## src/rtl/gmii_frame_arbiter.sv

```systemverilog
`timescale 1ns/1ps
// Round-robin whole-frame arbiter merging NUM_PORTS FIFO read sides onto one GMII egress, with IFG and oversize abort.
// Latency 1 cycle handshake-to-egress; port_ready is decoded from registered grant/state only, never from port_valid.
module gmii_frame_arbiter #(
    parameter int NUM_PORTS        = 3,
    parameter int DATA_W           = 10,
    parameter int IFG_CYCLES       = 12,
    parameter int MAX_FRAME_CYCLES = 1530
) (
    input  logic                        clk,
    input  logic                        rst,
    input  logic [NUM_PORTS-1:0]        port_valid,
    input  logic [NUM_PORTS*DATA_W-1:0] port_data,
    input  logic [NUM_PORTS-1:0]        port_last,
    output logic [NUM_PORTS-1:0]        port_ready,
    output logic [DATA_W-1:0]           out_data,
    output logic                        out_valid,
    output logic                        out_er,
    output logic [NUM_PORTS-1:0]        grant,
    output logic [15:0]                 drop_count,
    output logic [15:0]                 underrun_count
);
    localparam int PW = $clog2(NUM_PORTS);
    localparam int GW = $clog2(IFG_CYCLES + 1);
    localparam int FW = $clog2(MAX_FRAME_CYCLES + 1);

    localparam logic [PW:0]          NP_W       = (PW+1)'(NUM_PORTS);
    localparam logic [PW-1:0]        LAST_PORT  = PW'(NUM_PORTS - 1);
    localparam logic [GW-1:0]        GAP_LAST   = GW'(IFG_CYCLES - 1);
    localparam logic [FW-1:0]        FRAME_LAST = FW'(MAX_FRAME_CYCLES - 1);
    localparam logic [NUM_PORTS-1:0] GRANT_ONE  = {{(NUM_PORTS-1){1'b0}}, 1'b1};

    typedef enum logic [1:0] {ST_GAP, ST_ARB, ST_FWD, ST_FLUSH} state_t;

    state_t                 state, state_n;
    logic [GW-1:0]          gap_cnt, gap_n;
    logic [PW-1:0]          rr_ptr, rr_n;
    logic [PW-1:0]          sel, sel_n;
    logic [FW-1:0]          frame_cyc, fcyc_n;
    logic [NUM_PORTS-1:0]   grant_n;
    logic [DATA_W-1:0]      data_n;
    logic                   valid_n, er_n, drop_inc, und_inc;

    logic [2*NUM_PORTS-1:0] dbl;
    logic [NUM_PORTS-1:0]   rot;
    logic [PW-1:0]          arb_off, arb_sel;
    logic [PW:0]            arb_sum;
    logic                   arb_hit;
    logic                   xfer, sel_last;
    logic [DATA_W-1:0]      sel_data;

    assign port_ready = (state == ST_FWD || state == ST_FLUSH) ? grant : '0;
    assign xfer       = |(port_valid & port_ready);
    assign sel_last   = port_last[sel];
    assign sel_data   = port_data[int'(sel)*DATA_W +: DATA_W];

    // Rotate requests so bit 0 is rr_ptr; lowest set bit is the winner's offset.
    always_comb begin
        dbl     = {port_valid, port_valid} >> rr_ptr;
        rot     = dbl[NUM_PORTS-1:0];
        arb_hit = |rot;
        arb_off = '0;
        for (int k = NUM_PORTS - 1; k >= 0; k--) begin
            if (rot[k]) arb_off = PW'(k);
        end
        arb_sum = {1'b0, rr_ptr} + {1'b0, arb_off};
        arb_sel = (arb_sum >= NP_W) ? PW'(arb_sum - NP_W) : PW'(arb_sum);
    end

    always_comb begin
        state_n  = state;
        gap_n    = gap_cnt;
        rr_n     = rr_ptr;
        sel_n    = sel;
        fcyc_n   = frame_cyc;
        grant_n  = grant;
        data_n   = out_data;
        valid_n  = 1'b0;
        er_n     = 1'b0;
        drop_inc = 1'b0;
        und_inc  = 1'b0;
        case (state)
            ST_GAP: begin
                if (gap_cnt == GAP_LAST) begin
                    state_n = ST_ARB;
                    gap_n   = '0;
                end else begin
                    gap_n = gap_cnt + 1'b1;
                end
            end
            ST_ARB: begin
                if (arb_hit) begin
                    state_n = ST_FWD;
                    grant_n = GRANT_ONE << arb_sel;
                    sel_n   = arb_sel;
                    rr_n    = (arb_sel == LAST_PORT) ? '0 : arb_sel + 1'b1;
                    fcyc_n  = '0;
                end
            end
            ST_FWD: begin
                fcyc_n = frame_cyc + 1'b1;
                // A last word on the timeout cycle still completes the frame normally.
                if (xfer && sel_last) begin
                    data_n  = sel_data;
                    valid_n = 1'b1;
                    state_n = ST_GAP;
                    gap_n   = '0;
                    grant_n = '0;
                end else if (frame_cyc == FRAME_LAST) begin
                    er_n     = 1'b1;
                    drop_inc = 1'b1;
                    state_n  = ST_FLUSH;
                end else if (xfer) begin
                    data_n  = sel_data;
                    valid_n = 1'b1;
                end else begin
                    und_inc = 1'b1;
                end
            end
            ST_FLUSH: begin
                if (xfer && sel_last) begin
                    state_n = ST_GAP;
                    gap_n   = '0;
                    grant_n = '0;
                end
            end
            default: state_n = ST_GAP;
        endcase
    end

    always_ff @(posedge clk or negedge rst) begin
        if (!rst) begin
            state          <= ST_GAP;
            gap_cnt        <= '0;
            rr_ptr         <= '0;
            sel            <= '0;
            frame_cyc      <= '0;
            grant          <= '0;
            out_data       <= '0;
            out_valid      <= 1'b0;
            out_er         <= 1'b0;
            drop_count     <= '0;
            underrun_count <= '0;
        end else begin
            state     <= state_n;
            gap_cnt   <= gap_n;
            rr_ptr    <= rr_n;
            sel       <= sel_n;
            frame_cyc <= fcyc_n;
            grant     <= grant_n;
            out_data  <= data_n;
            out_valid <= valid_n;
            out_er    <= er_n;
            if (drop_inc && drop_count != 16'hFFFF) drop_count <= drop_count + 16'd1;
            if (und_inc && underrun_count != 16'hFFFF) underrun_count <= underrun_count + 16'd1;
        end
    end

endmodule

```

## config.mk

```make
export PLATFORM = sky130hd
export DESIGN_NAME = gmii_frame_arbiter
export DESIGN_NICKNAME = d
export VERILOG_FILES = /design/src/rtl/gmii_frame_arbiter.sv
export SDC_FILE = /design/constraint.sdc
export NUM_CORES = 1
export LEC_CHECK = 0
export CORE_UTILIZATION = 45
export CTS_CLUSTER_DIAMETER = 150
export CTS_CLUSTER_SIZE = 28
export DETAILED_ROUTE_END_ITERATION = 10
export PLACE_DENSITY = 0.77
export SYNTH_ARGS = -nofsm -noshare
export SYNTH_HDL_FRONTEND = slang
export SYNTH_SLANG_ARGS = --single-unit
```

## constraint.sdc

```tcl
create_clock -name clk -period 2.75 [get_ports clk]
set_input_delay 0.55 -clock clk [delete_from_list [all_inputs] [get_ports clk]]
set_output_delay 0.55 -clock clk [all_outputs]
set_load 0.02 [all_outputs]
```

After elaboration in Yosys (flattened, before gate mapping)
Index checks and enable logic that the tools add are counted.
{"block": "word_totals", "reg_bits": 68, "inputBits": 38}
{"block": "classes", "eq_ne": 14, "n_mul": 1, "n_reduce_logical": 18, "order_cmp": 2, "n_shift": 3, "bitwise": 1, "n_mux": 36, "add_sub_neg": 7}
{"op": "16-bit by 1-bit adder with 16-bit output, second input constant", "count": 2}
{"op": "16-bit inequality test, second input constant", "count": 2}
{"op": "10-bit two-way mux", "count": 3}
{"op": "30-bit by 7-bit variable part select with 10-bit output", "count": 1}
{"op": "11-bit case mux with 2 select lines", "count": 1}
{"op": "2-bit two-way mux", "count": 10}
{"op": "1-bit two-way mux", "count": 12}
{"op": "11-bit by 1-bit adder with 11-bit output, second input constant", "count": 1}
{"op": "11-bit == test, second input constant", "count": 1}
{"op": "11-bit two-way mux", "count": 1}
{"op": "3-bit two-way mux", "count": 3}
{"op": "4-bit two-way mux", "count": 2}
{"op": "2-bit case mux with 4 select lines", "count": 1}
{"op": "4-bit case mux with 2 select lines", "count": 1}
{"op": "2-bit nonzero test", "count": 4}
{"op": "2-bit == test, second input constant", "count": 3}
{"op": "2-bit inequality test, second input constant", "count": 3}
{"op": "3-bit case mux with 2 select lines", "count": 1}
{"op": "2-bit AND reduction", "count": 3}
{"op": "3-bit AND reduction", "count": 2}
{"op": "3-bit OR reduction", "count": 2}
{"op": "6-bit by 2-bit right shift with 3-bit output", "count": 1}
{"op": "2-bit by 3-bit multiplier with 5-bit output, second input constant", "count": 1}
{"op": "4-bit by 1-bit adder with 4-bit output, second input constant", "count": 1}
{"op": "other kinds (17)", "count": 20}

Longest topological paths before layout
{"block": "logic_depth", "word_depth": 10, "mapped_depth": 11, "mapped_depth_nobuf": 11}

Worst setup path after synthesis
OpenSTA, ideal clock, no wires.
{"block": "synth_path", "kind": "input to register", "startpoint": "input port_valid[2]", "endpoint": "register grant[0]", "stages": 10, "t_required_ns": 2.686, "arrival_ns": 2.699, "path_slack_ns": -0.013, "setup_ns": 0.064, "path_cell_list": "nor3b_1 -> a22oi_1 -> nand2_1 -> ha_1 -> fa_1 -> ha_1 -> nor3_1 -> mux2_2 -> nor2_1 -> a31o_2"}
{"block": "synth_via", "elab_chain_cells": 10, "elab_cells_between_ends": 18}
{"element": "from (decl)", "line": "12", "text": "input logic [NUM_PORTS-1:0] port_valid,"}
{"element": "6-bit by 2-bit right shift with 3-bit output", "line": "59", "text": "dbl = {port_valid, port_valid} >> rr_ptr;"}
{"element": "2-bit two-way mux (3 in a row)", "line": "64", "text": "if (rot[k]) arb_off = PW'(k);"}
{"element": "2-bit by 2-bit adder with 3-bit output", "line": "66", "text": "arb_sum = {1'b0, rr_ptr} + {1'b0, arb_off};"}
{"element": "3-bit by 2-bit >= comparator with 1-bit output / 2-bit subtractor (equally long branches)", "line": "67", "text": "arb_sel = (arb_sum >= NP_W) ? PW'(arb_sum - NP_W) : PW'(arb_sum);"}
{"element": "2-bit two-way mux", "line": "67"}
{"element": "1-bit by 2-bit left shift with 3-bit output", "line": "94", "text": "grant_n = GRANT_ONE << arb_sel;"}
{"element": "3-bit two-way mux", "line": "92", "text": "if (arb_hit) begin"}
{"element": "3-bit case mux with 2 select lines", "line": "82", "text": "case (state)"}
{"element": "to (signal assigned)", "line": "150", "text": "grant <= grant_n;"}
{"element": "to (decl)", "line": "19", "text": "output logic [NUM_PORTS-1:0] grant,"}
Parallel ways exist; a longest one is shown, timed or not. The select of a mux whose other input is x is not followed.
A chain may end at the register's enable or synchronous reset.

Worst setup path in the final report
{"block": "layout_path", "startpoint": "input port_valid[0]", "endpoint": "register grant[0]"}
The elaborated chain is that of the path after synthesis.

==> implementation parameters <==
Parameter                              Value

Status
  Run status ... finished, final reports clean

Place
  Placed cell areas ... 4730 um^2
  IO Port Bufs ... 87
  Routability-driven placement congestion ratio ... 0.855
  Post-detailed-placement half-perimeter wirelength ... 6.20 mm

Timing
  Hold Worst Slack ... 0.213 ns
  Hold violation count in the final report ... 0
  Slew at the pin closest to its max-slew limit ... 0.593 ns
  Tcrit/Tclk final ... 97.3%
  Layout Skew ... 0.00881 ns
  Fin Setup TNS ... 0 ns
  Number of max-slew violations in the final report ... 0
  Post-route minimum period ... 2.68 ns
  Number of endpoints failing setup at the final stage ... 0
  Remaining max-slew budget at the tightest pin ... 60.5%
  Fmax ... 0.374 GHz

Setup path
  Worst-case reg-to-reg path depth ... 10
  Maximum fanout encountered on the critical timing path ... 5
  Data required time at the worst endpoint ... 3.03 ns
  Reg-to-Reg End ... grant[0]$_DFFE_PN0P_
  WP data arrival ... 2.96 ns
  R2R Path Start ... rr_ptr[1]$_DFFE_PN0P_
  Type of element launching the critical path ... input port
  CP Capture Type ... flop
  Kind of critical path ... in2reg
  Reg2Reg Setup Slack ... 0.18 ns

Die
  Number of I/O pins ... 88
  Number of rows created at floorplan ... 32
  Die Footprint ... 8310 um^2
  CORE AREA ... 7730 um^2
  Width of the chip ... 91.2 um
  Starting density of the core ... 46.3%
  Die H ... 91.2 um

Detailed routing
  First-iteration detailed-routing DRC count ... 98
  Average detailed-routed wire length per instance ... 14.6 um
  Vias per Instance ... 5.38
  DRC violations left ... 0
  Total vias in the final route ... 3115
  TritonRoute pass-1 iters ... 4
  Overall routed net length ... 8.44 mm
  DRT antenna net count ... 0

Power
  Final Total Pwr ... 0.00436 W
  Peak supply drop ... 0.000350 V
  Leak pwr ... 2.21 nW
  PD cells ... 873 nW/um^2

Yosys
  Syn. warnings ... 0
  Top-count cell post-synth ... dfrtp_1
  Register bit total from synthesis ... 68
  FFs w/ async S/R, synth ... 100%
  Post-Syn Area ... 3580 um^2
  Syn_area_per_cell ... 9.89 um^2
  Fraction of the yosys area taken by sequential cells ... 47.6%
  Number of enable-type register cells in the synthesized netlist ... 0
  Library cell with the largest summed area after synthesis ... dfrtp_1
  Post-synthesis cell count ... 362
  Top flip-flop cell by instance count after synthesis ... dfrtp_1
  Most numerous cell types in the synthesized netlist ... 68 x dfrtp_1, 35 x nand2_1, 29 x nor2_1, 29 x o21ai_0, 22 x xnor2_1
  Top-area cell type share of the netlist area ... 47.6%
  Library cells used by synthesis ... 55
  Nets in the synthesized netlist ... 408
  Area contributors post-synth ... dfrtp_1 48%, xnor2_1 5.4%, o21ai_0 4.1%, nand2_1 3.7%, mux2i_1 3.1%

Finish
  Number of nets in the layout ... 518
  Post-Layout Inst Area ... 4990 um^2
  Number of antenna diodes ... 0
  Layout cells sized above 1 ... 15.1%
  Area added between synthesis and finish ... 39.5%
  Final standard cell utilization of the core ... 64.6%

Clocking
  Clock sink total ... 68
  Clk_lat worst skew ... 0.34 ns
  TritonCTS clock tree ... done
  Number of buffers between clock root and the deepest sink ... 2
  Clock root buffer ... clkbuf_8
  Num CTS Buffers ... 9
  Clock transition time at the flip-flop clock pins of the worst setup and hold paths ... 0.07 ns
  Number of H-tree levels ... 3

GRT
  Largest net degree at the start of global routing ... 44
  Overall global routing resource usage ... 21.1%
  Number of global-route vias before repair ... 3029
  Wire length of the first global-routing pass ... 14.2 mm
  Antenna violations before repair ... 0
  Remaining global-route overflow ... 0

Worst hold path
  Hold crit path type ... in2async

Run
  Number of max-capacitance violations reported ... 0
==> worst max path at each step <==
stage | end | slack, ns | start | cells past startpoint
global placement | grant[0]$_DFFE_PN0P_ | -0.41 | port_valid[2] | 11
finish | grant[0]$_DFFE_PN0P_ | 0.07 | port_valid[0] | 10
detailed placement | grant[0]$_DFFE_PN0P_ | -0.50 | port_valid[2] | 11
CTS | grant[0]$_DFFE_PN0P_ | 0.008 | port_valid[1] | 11
floorplan | grant[0]$_DFFE_PN0P_ | 0.06 | port_valid[2] | 10
global route | grant[0]$_DFFE_PN0P_ | -0.01 | port_valid[0] | 10
==> routing by layer <==
layer	vias to the layer above	GRT usage, %	routed length (um)
met1	1492	27.2	3810
met5	-	0	0
met2	96	34.5	3870
met4	0	8.60	142
met3	12	4.86	619
li1	1515	-	-
==> cell usage in the layout (no fill, tap or decap), types with 2 or more instances in the layout <==
cell type	count
clkdlybuf4s50_1	84
dfrtp_1	68
nand2_1	35
o21ai_0	29
nor2_1	28
buf_4	24
xnor2_1	22
a21oi_1	16
and3_1	15
nand4_1	15
nand3_1	14
mux2i_1	11
clkbuf_8	10
xor2_1	8
and2_1	7
nand2b_1	6
nor2b_1	5
mux2_2	5
ha_1	5
and3_2	4
nor3_1	4
and4_2	3
a21o_1	3
clkinv_2	3
nand3b_1	2
inv_1	2
and2_2	2
and4_1	2
a211o_1	2
a31oi_1	2
a31o_2	2
o22ai_1	2
bufinv_16	2
buf_12	2
==> sequential cells by signal, indices dropped and copies added, names as in the netlist, 2 cells and up <==
name and flops:
grant 3, out_data 10, drop_count 16, sel 2, state 2, gap_cnt 4, frame_cyc 11, underrun_count 16
rr_ptr 2
==> power breakdown <==
group | internal [W] | switching (W) | leakage (nW) | total, W
clock network | 0.000531 | 0.000354 | 0.113 | 0.000885
logic | 0.00102 | 0.000993 | 1.20 | 0.00201
registers | 0.00122 | 0.000241 | 0.900 | 0.00146
==> stage by stage <==
step	std cells	worst slack, ns
floorplan	362	0.0630
global placement	563	-0.411
CTS	579	0.00833
global route	579	-0.00956
detailed placement	563	-0.496
finish	579	0.0747
==> critical path, cell delays in order <==
cell and delay, ns:
clkdlybuf4s50_1 0.49, a22oi_1 0.20, nand2_1 0.08, ha_2 0.18, fa_1 0.60, ha_4 0.22
nand2b_1 0.15, mux2_4 0.29, nor2_4 0.10, a31o_2 0.11
==> timing repair <==
item,4_1_cts,5_1_grt
setup buffers,0,0
gates resized for setup,4,8
hold buffers,0,0
endpoints found under the setup margin,4,4
pin swaps,2,2
==> area by class of cell <==
cell class	count	area [um^2]
Multi-Input combinational cell	277	1850
Sequential cell	68	1700
Fill cell	623	2740
Inverter	3	11.3
Clock buffer	11	141
Clock inverter	5	75.1
Tap cell	102	128
Timing Repair Buffer	113	1090
==> kinds of logic (layout without fill, tap and decap cells) <==
logic type,count (synthesis),count (layout),synth area share (%)
simple gates,154,154,23.0
flops,68,68,47.6
mux,17,17,4.97
compound gates,68,68,11.9
xor+xnor,30,30,7.34
buf+inv,17,132,2.20
fa+ha+maj,8,8,3.01
(Power assumes the default switching activity.)
